### config.mk
export PLATFORM = sky130hd
export DESIGN_NAME = axis_pkt_rr_arb
export DESIGN_NICKNAME = d
export VERILOG_FILES = /design/src/rtl/axis_pkt_rr_arb_pkg.sv /design/src/rtl/axis_pkt_rr_pick.sv /design/src/rtl/axis_pkt_rr_arb.sv
export SDC_FILE = /design/constraint.sdc
export NUM_CORES = 1
export LEC_CHECK = 0
export ABC_AREA = 1
export CAP_MARGIN = 10
export CORE_AREA = 2 2 79 81
export DETAILED_ROUTE_END_ITERATION = 10
export DIE_AREA = 0 0 81 83
export HOLD_SLACK_MARGIN = 0.02
export PLACE_DENSITY = 0.9
export SLEW_MARGIN = 40
export SYNTH_ARGS = -nofsm -noshare
export SYNTH_HDL_FRONTEND = slang
export SYNTH_SLANG_ARGS = --single-unit
### constraint.sdc
create_clock -name clk -period 4.9 [get_ports clk]
set_input_delay 1.47 -clock clk [delete_from_list [all_inputs] [get_ports clk]]
set_output_delay 1.47 -clock clk [all_outputs]
set_load 0.005 [all_outputs]
### src/rtl/axis_pkt_rr_arb_pkg.sv
// Shared FSM state type and round-robin priority function for axis_pkt_rr_arb.
package axis_pkt_rr_arb_pkg;

  typedef enum logic {
    IDLE = 1'b0,
    PASS = 1'b1
  } state_t;

  localparam int MAX_PORTS = 16;
  localparam int MAX_IDX_W = 4;

  // First requester strictly after 'last', wrapping modulo num_ports; returns 'last' if none.
  function automatic logic [MAX_IDX_W-1:0] rr_next(
    input logic [MAX_PORTS-1:0] req,
    input logic [MAX_IDX_W-1:0] last,
    input int                   num_ports
  );
    logic [MAX_IDX_W-1:0] idx;
    logic                 found;
    rr_next = last;
    found   = 1'b0;
    for (int i = 1; i <= MAX_PORTS; i++) begin
      idx = MAX_IDX_W'((int'(last) + i) % num_ports);
      if (i <= num_ports && !found && req[idx]) begin
        rr_next = idx;
        found   = 1'b1;
      end
    end
  endfunction

endpackage

### src/rtl/axis_pkt_rr_pick.sv
// Combinational round-robin picker: request vector plus previous winner -> next winner and any-request flag.
module axis_rr_pick
  import axis_pkt_rr_arb_pkg::*;
#(
  parameter int NUM_PORTS = 4,
  parameter int IDX_W     = 2
) (
  input  logic [NUM_PORTS-1:0] req,
  input  logic [IDX_W-1:0]     last,
  output logic [IDX_W-1:0]     grant,
  output logic                 any
);

  logic [MAX_IDX_W-1:0] pick;

  assign pick  = rr_next(MAX_PORTS'(req), MAX_IDX_W'(last), NUM_PORTS);
  assign grant = IDX_W'(pick);
  assign any   = |req;

endmodule

### src/rtl/axis_pkt_rr_arb.sv
// Packet-granular round-robin merge of NUM_PORTS AXI-Stream inputs; one idle arbitration cycle per packet.
// Optional per-port packet counters (output pkt_cnt) when AXIS_PKT_RR_ARB_STATS_EN is defined.
module axis_pkt_rr_arb
  import axis_pkt_rr_arb_pkg::*;
#(
  parameter  int NUM_PORTS = 4,
  parameter  int WORD_W    = 8,
  parameter  int WORDS     = 4,
  localparam int IDX_W     = (NUM_PORTS > 1) ? $clog2(NUM_PORTS) : 1,
  localparam int BEAT_W    = WORDS * WORD_W
) (
  input  logic                        clk,
  input  logic                        areset_n,
  input  logic [NUM_PORTS-1:0]        port_en,
  input  logic [NUM_PORTS*BEAT_W-1:0] s_axis_tdata,
  input  logic [NUM_PORTS*WORDS-1:0]  s_axis_tkeep,
  input  logic [NUM_PORTS-1:0]        s_axis_tlast,
  input  logic [NUM_PORTS-1:0]        s_axis_tvalid,
  output logic [NUM_PORTS-1:0]        s_axis_tready,
  output logic [BEAT_W-1:0]           m_axis_tdata,
  output logic [WORDS-1:0]            m_axis_tkeep,
  output logic                        m_axis_tlast,
  output logic                        m_axis_tvalid,
  input  logic                        m_axis_tready,
  output logic [IDX_W-1:0]            m_axis_tdest,
  output logic                        busy
`ifdef AXIS_PKT_RR_ARB_STATS_EN
  ,
  output logic [NUM_PORTS*32-1:0]     pkt_cnt
`endif
);

  state_t               state, state_nxt;
  logic [IDX_W-1:0]     grant, last_grant, pick;
  logic                 pick_vld;
  logic [NUM_PORTS-1:0] eligible;
  logic                 pkt_done;

  assign eligible     = s_axis_tvalid & port_en;
  assign m_axis_tdest = grant;

  axis_rr_pick #(
    .NUM_PORTS (NUM_PORTS),
    .IDX_W     (IDX_W)
  ) u_pick (
    .req   (eligible),
    .last  (last_grant),
    .grant (pick),
    .any   (pick_vld)
  );

  always_ff @(posedge clk or negedge areset_n) begin
    if (!areset_n) state <= IDLE;
    else           state <= state_nxt;
  end

  // Data path is always steered by grant; only the handshake signals depend on state.
  always_comb begin
    state_nxt     = state;
    s_axis_tready = '0;
    m_axis_tdata  = s_axis_tdata[int'(grant)*BEAT_W +: BEAT_W];
    m_axis_tkeep  = s_axis_tkeep[int'(grant)*WORDS +: WORDS];
    m_axis_tlast  = s_axis_tlast[grant];
    m_axis_tvalid = 1'b0;
    busy          = 1'b0;
    pkt_done      = 1'b0;
    case (state)
      IDLE: begin
        if (pick_vld) state_nxt = PASS;
      end
      PASS: begin
        busy                 = 1'b1;
        m_axis_tvalid        = s_axis_tvalid[grant];
        s_axis_tready[grant] = m_axis_tready;
        pkt_done             = m_axis_tvalid & m_axis_tready & m_axis_tlast;
        if (pkt_done) state_nxt = IDLE;
      end
      default: state_nxt = IDLE;
    endcase
  end

  // Reset value of last_grant makes port 0 the first winner.
  always_ff @(posedge clk or negedge areset_n) begin
    if (!areset_n) begin
      grant      <= '0;
      last_grant <= IDX_W'(NUM_PORTS - 1);
    end else begin
      if (state == IDLE && pick_vld) grant <= pick;
      if (pkt_done) last_grant <= grant;
    end
  end

`ifdef AXIS_PKT_RR_ARB_STATS_EN
  logic [31:0] cnt [NUM_PORTS];

  for (genvar p = 0; p < NUM_PORTS; p++) begin : g_cnt
    always_ff @(posedge clk or negedge areset_n) begin
      if (!areset_n)                          cnt[p] <= '0;
      else if (pkt_done && grant == IDX_W'(p)) cnt[p] <= cnt[p] + 32'd1;
    end
    assign pkt_cnt[p*32 +: 32] = cnt[p];
  end
`endif

endmodule

## Word level (Yosys, flattened, before mapping)

Index checks and enable logic that the tools add are counted.

| cells by class | value |
|---|---|
| add/subtract/negate cells | 4 |
| magnitude comparators | 6 |
| shifts and indexed selects | 2 |
| mux-type cells | 28 |
| bitwise logic cells | 9 |
| reduce and logical (&&, ||, !) cells | 13 |

Operators by type and width:

| kind | number |
|---|---|
| 128-bit by 8-bit variable part select with 32-bit output | 1 |
| 4-bit by 5-bit < comparator with 1-bit output, second input constant | 4 |
| 16-bit by 5-bit variable part select with 4-bit output | 1 |
| 1-bit 2-to-1 mux | 15 |
| 1-bit binary-select mux with 3-bit select | 4 |
| 4-bit bitwise AND | 2 |
| 2-bit 2-to-1 mux | 4 |
| 2-bit OR reduction | 4 |
| 1-bit logical AND | 5 |
| 2-bit by 1-bit adder with 2-bit output, second input constant | 2 |
| 2-bit adder, second input constant | 2 |
| 1-bit bitwise AND, first input constant | 4 |
| 1-bit binary-select mux with 2-bit select | 2 |
| 4-bit 2-to-1 mux | 1 |
| 4-bit OR reduction | 1 |
| 1-bit logical NOT | 3 |
| 2-bit by 3-bit < comparator with 1-bit output, second input constant | 1 |
| 1-bit bitwise AND | 2 |
| 1-bit demux with 2-bit select | 1 |
| 2-bit by 1-bit >= comparator with 1-bit output, second input constant | 1 |
| 1-bit case mux with 2 select lines | 1 |
| 1-bit inverter | 1 |

| storage, ports and cells | value |
|---|---|
| flip-flop bits (word level) | 5 |
| input port bits | 159 |
| output and inout port bits | 45 |
| logic and storage cells | 65 |

## Depth between registers and ports, before layout

| depth | value |
|---|---|
| word-level depth | 15 |
| depth in mapped cells | 13 |
| depth with buffers taken out | 13 |

## By module

A second synthesis with hierarchy kept.

| unflattened totals | value |
|---|---|
| cells, all modules | 271 |
| area, all modules | 1669.1 um2 |

Modules (own cells, without submodules):

| module | instances | cells each | area an instance (um2) |
|---|---|---|---|
| axis_pkt_rr_arb | 1 | 227 | 1415.1 |
| axis_rr_pick | 1 | 44 | 254.0 |

## Worst setup path after synthesis

Ideal clock, no wire load.

| timing path | value |
|---|---|
| kind | input to output |
| start point | input s_axis_tvalid[1] |
| end point | output m_axis_tvalid |
| data arrival time | 1.847 ns |
| data required time | 3.430 ns |
| setup slack | 1.583 ns |
| cell stages on the path | 4 |
| path buffers | 0 |
| cells stage by stage | nand2_1 a21oi_1 a21oi_1 a21oi_2 |

| on the way | value |
|---|---|
| longest elaborated chain between the ends | 3 |

RTL lines:

| what | RTL line | source |
|---|---|---|
| from (decl) | axis_pkt_rr_arb.sv:18 | `input logic [NUM_PORTS-1:0] s_axis_tvalid,` |
| 1-bit binary-select mux with 2-bit select | axis_pkt_rr_arb.sv:73 | `m_axis_tvalid = s_axis_tvalid[grant];` |
| 1-bit 2-to-1 mux (not written as such) | axis_pkt_rr_arb.sv:73 |  |
| 1-bit 2-to-1 mux | axis_pkt_rr_arb.sv:67 | `case (state)` |
| to (decl) | axis_pkt_rr_arb.sv:23 | `output logic m_axis_tvalid,` |

Every way passes these cells. The select of a mux whose other input is x is not followed.

## Final worst setup path

Ends and elaborated chain as after synthesis.

==> flow_metrics.tcl <==
set metrics [dict create \
    grt_pass1_wl_um 12200 \
    power_leakage_nw 1.39 \
    synthDominantCellAreaShare_pct 35.1 \
    area_growth_pct 158 \
    fp.dieW_um 81 \
    worstPathRequired_ns 3.43 \
    cp-end-kind "output pin" \
    worst_path_largest_cell_delay_ns 0.52 \
    synth-edff-count 0 \
    r2r_start "m_axis_tdest[1]" \
    synth_cells 225 \
    drt-total-wl_um 8240 \
    ctsResizeCount 0 \
    rows 28 \
    fin_util_pct 58.9 \
    core_area_um2 5820 \
    grt_usage_pct 22.7 \
    dp_hpwl_um 6570 \
    die-area_um2 6720 \
    postLayoutCellArea_um2 3430 \
    dr.pass1.iters 4 \
    post_cts_buffers 0 \
    via_per_inst 4.99 \
    r2r_end "state" \
    cts_tree "built" \
    ff2ff_setup_slack_ns 2.88 \
    seq_area_frac_synth_pct 9.62 \
    fmaxAchievable_ghz 0.224 \
    status "finished, final reports clean" \
    report.final.hold_viol_count 0 \
    place_area_um2 3370 \
    clkLatencyLatePin_ns 0.22 \
    hold_path.class "register to register" \
    rsz0062_at_grt "no" \
    post-route-period-util_pct 91.1 \
    fin_crit_ns 4.46 \
    postCtsHoldBufs 0 \
    crit_start "s_axis_tvalid[1]" \
    grt_max_degree 39 \
    start_util_pct 22.8 \
    endpoint "m_axis_tvalid" \
    synth_cell_types 27 \
    wl_per_cell_um 16.7 \
    ant_nets 0 \
    fin_ws_ns 0.436 \
    post-place-ws_ns 0.456 \
    setup_violations 0 \
    yosys_warnings 0 \
    die_height_um 83 \
    slowest_stage "clkdlybuf4s50_1" \
    drive_gt1_share_pct 6.24 \
    synthMostInstantiatedCell "nand2_1" \
    powerDensity_nw_per_um2 401 \
    path_max_fanout 3 \
    tightest_slew_ns 0.701 \
    io_pins 204 \
    fin_nets 577 \
    io_buffer_count 203 \
    crit_type "primary input to output pin" \
    cap_violations 0 \
    ys_top_cells_by_count "nand2_1 (86), a22oi_1 (62), nand3_1 (17), buf_2 (9), inv_2 (7)" \
    reg2regPathDepth 7 \
    drt_iter0_markers 84 \
    avgSynthCellArea_um2 5.89 \
    synth_seq_cells 5 \
    clock-sinks 5 \
    synth_area_leaders "a22oi_1 (35%), nand2_1 (24%), nand3_1 (6.4%), dfrtp_1 (5.7%), dfstp_2 (4.0%)" \
    cts.path.max_buffers 2 \
    dr_total_vias 2453 \
    critPathArrivalTime_ns 2.99 \
    final.setup.tns_ns 0 \
    antenna_cells 0 \
    finalMaxSlewViolations 0 \
    clkSlewWorstSetupHoldPaths_ns 0.03 \
    ys.flop_type "dfrtp_1" \
    slew_headroom_pct 53.2 \
    peakVddDrop_uv 544 \
    synthArstFlopShare_pct 100 \
    synth_nets 384 \
    drcViolationCount 0 \
    cts-buffers-inserted 3 \
    path_cells "clkdlybuf4s50_1 -> nand2_1 -> a21oi_1 -> a21oi_1 -> a21oi_2 -> clkdlybuf4s50_1" \
    antenna_found_initial 0 \
    grt_pass1_vias 2443 \
    cts_max_level 1 \
    start_kind "primary input" \
    place_congestion 0.838 \
    yosys.area.top_type "a22oi_1" \
    grt.overflow.total 0 \
    synth.cell_area_um2 1330 \
    finalClockSkew_ns 0.00114 \
    cts_root_buffer "clkbuf_8" \
]
[logic make-up after synthesis]
group / after synthesis / synth area share, %
xor gates and xnor gates: 1 / 0.660
DFF: 5 / 9.62
and+or+nand+nor: 120 / 40.2
buffers and inverters: 29 / 10.6
AOI/OAI and AO/OA: 70 / 39.0
[cell usage in the layout, fill, tap and decap left out]
cell             count
clkdlybuf4s50_1    203
nand2_1             86
a22oi_1             62
nand3_1             17
inv_2                7
inv_1                5
nor2_1               4
nand2_2              4
o21ai_1              3
nand2_4              3
clkbuf_8             3
dfrtp_1              3
nand4_1              2
a21oi_1              2
dfstp_2              2
nor2_4               1
nor3_1               1
a22oi_2              1
a21oi_2              1
nand3_2              1
clkinv_4             1
nand4_2              1
xor2_1               1
o21ai_0              1
clkbuf_1             1
buf_8                1
[sequential cells by signal, indices dropped and copies added, names as in the netlist]
name,count
last_grant,2
state,1
m_axis_tdest,2
[how the worst min path moves through the flow]
stage / startpoint / endpoint / slack [ns] / cells after the start
floorplan: last_grant[1] / last_grant[1] / 0.47 / 2
CTS: last_grant[0] / last_grant[0] / 0.53 / 2
finish: last_grant[0] / last_grant[0] / 0.53 / 2
global placement: last_grant[1] / last_grant[1] / 0.49 / 2
global route: last_grant[0] / last_grant[0] / 0.55 / 2
detailed placement: last_grant[1] / last_grant[1] / 0.50 / 2
[critical path, delay by kind of cell]
family / cells / cell delay [ns]
buffers and inverters: 2 / 1.03
AO/OA/AOI/OAI: 3 / 0.43
AND/OR/NAND/NOR: 1 / 0.07
[report_power, final]
| group | internal [mW] | leakage (nW) | total [mW] | switching (mW) |
|---|---|---|---|---|
| logic | 0.653 | 1.31 | 1.20 | 0.549 |
| registers | 0.0625 | 0.0560 | 0.0956 | 0.0331 |
| clock network | 0.0558 | 0.0228 | 0.0751 | 0.0194 |
| total | 0.771 | 1.39 | 1.37 | 0.602 |
[layer usage]
metal | global-route usage (%) | part of all wire [%] | wire, um
met5 | 0 | 0 | 0
met4 | 5.08 | 2.3 | 189
met3 | 6.20 | 9.8 | 805
met2 | 42.7 | 52 | 4260
met1 | 24.4 | 36 | 2990
[layout make-up]
class,count,area (um2)
multi-input cells,191,1060
repair buffers,204,2050
clock buffers,4,45.0
well taps,75,93.8
fillers,537,2390
inverters,13,53.8
flip-flops and latches,5,128
[metrics by stage]
step / total power, mW / hold WS [ns] / cells
2_1_floorplan: 0.664 / 0.474 / 225
3_3_place_gp: 1.26 / 0.491 / 487
3_5_place_dp: 1.28 / 0.499 / 487
4_1_cts: 1.36 / 0.526 / 491
5_1_grt: 1.49 / 0.547 / 492
6_report: 1.37 / 0.527 / 492
Note: power is estimated with default switching activity, not from simulation.
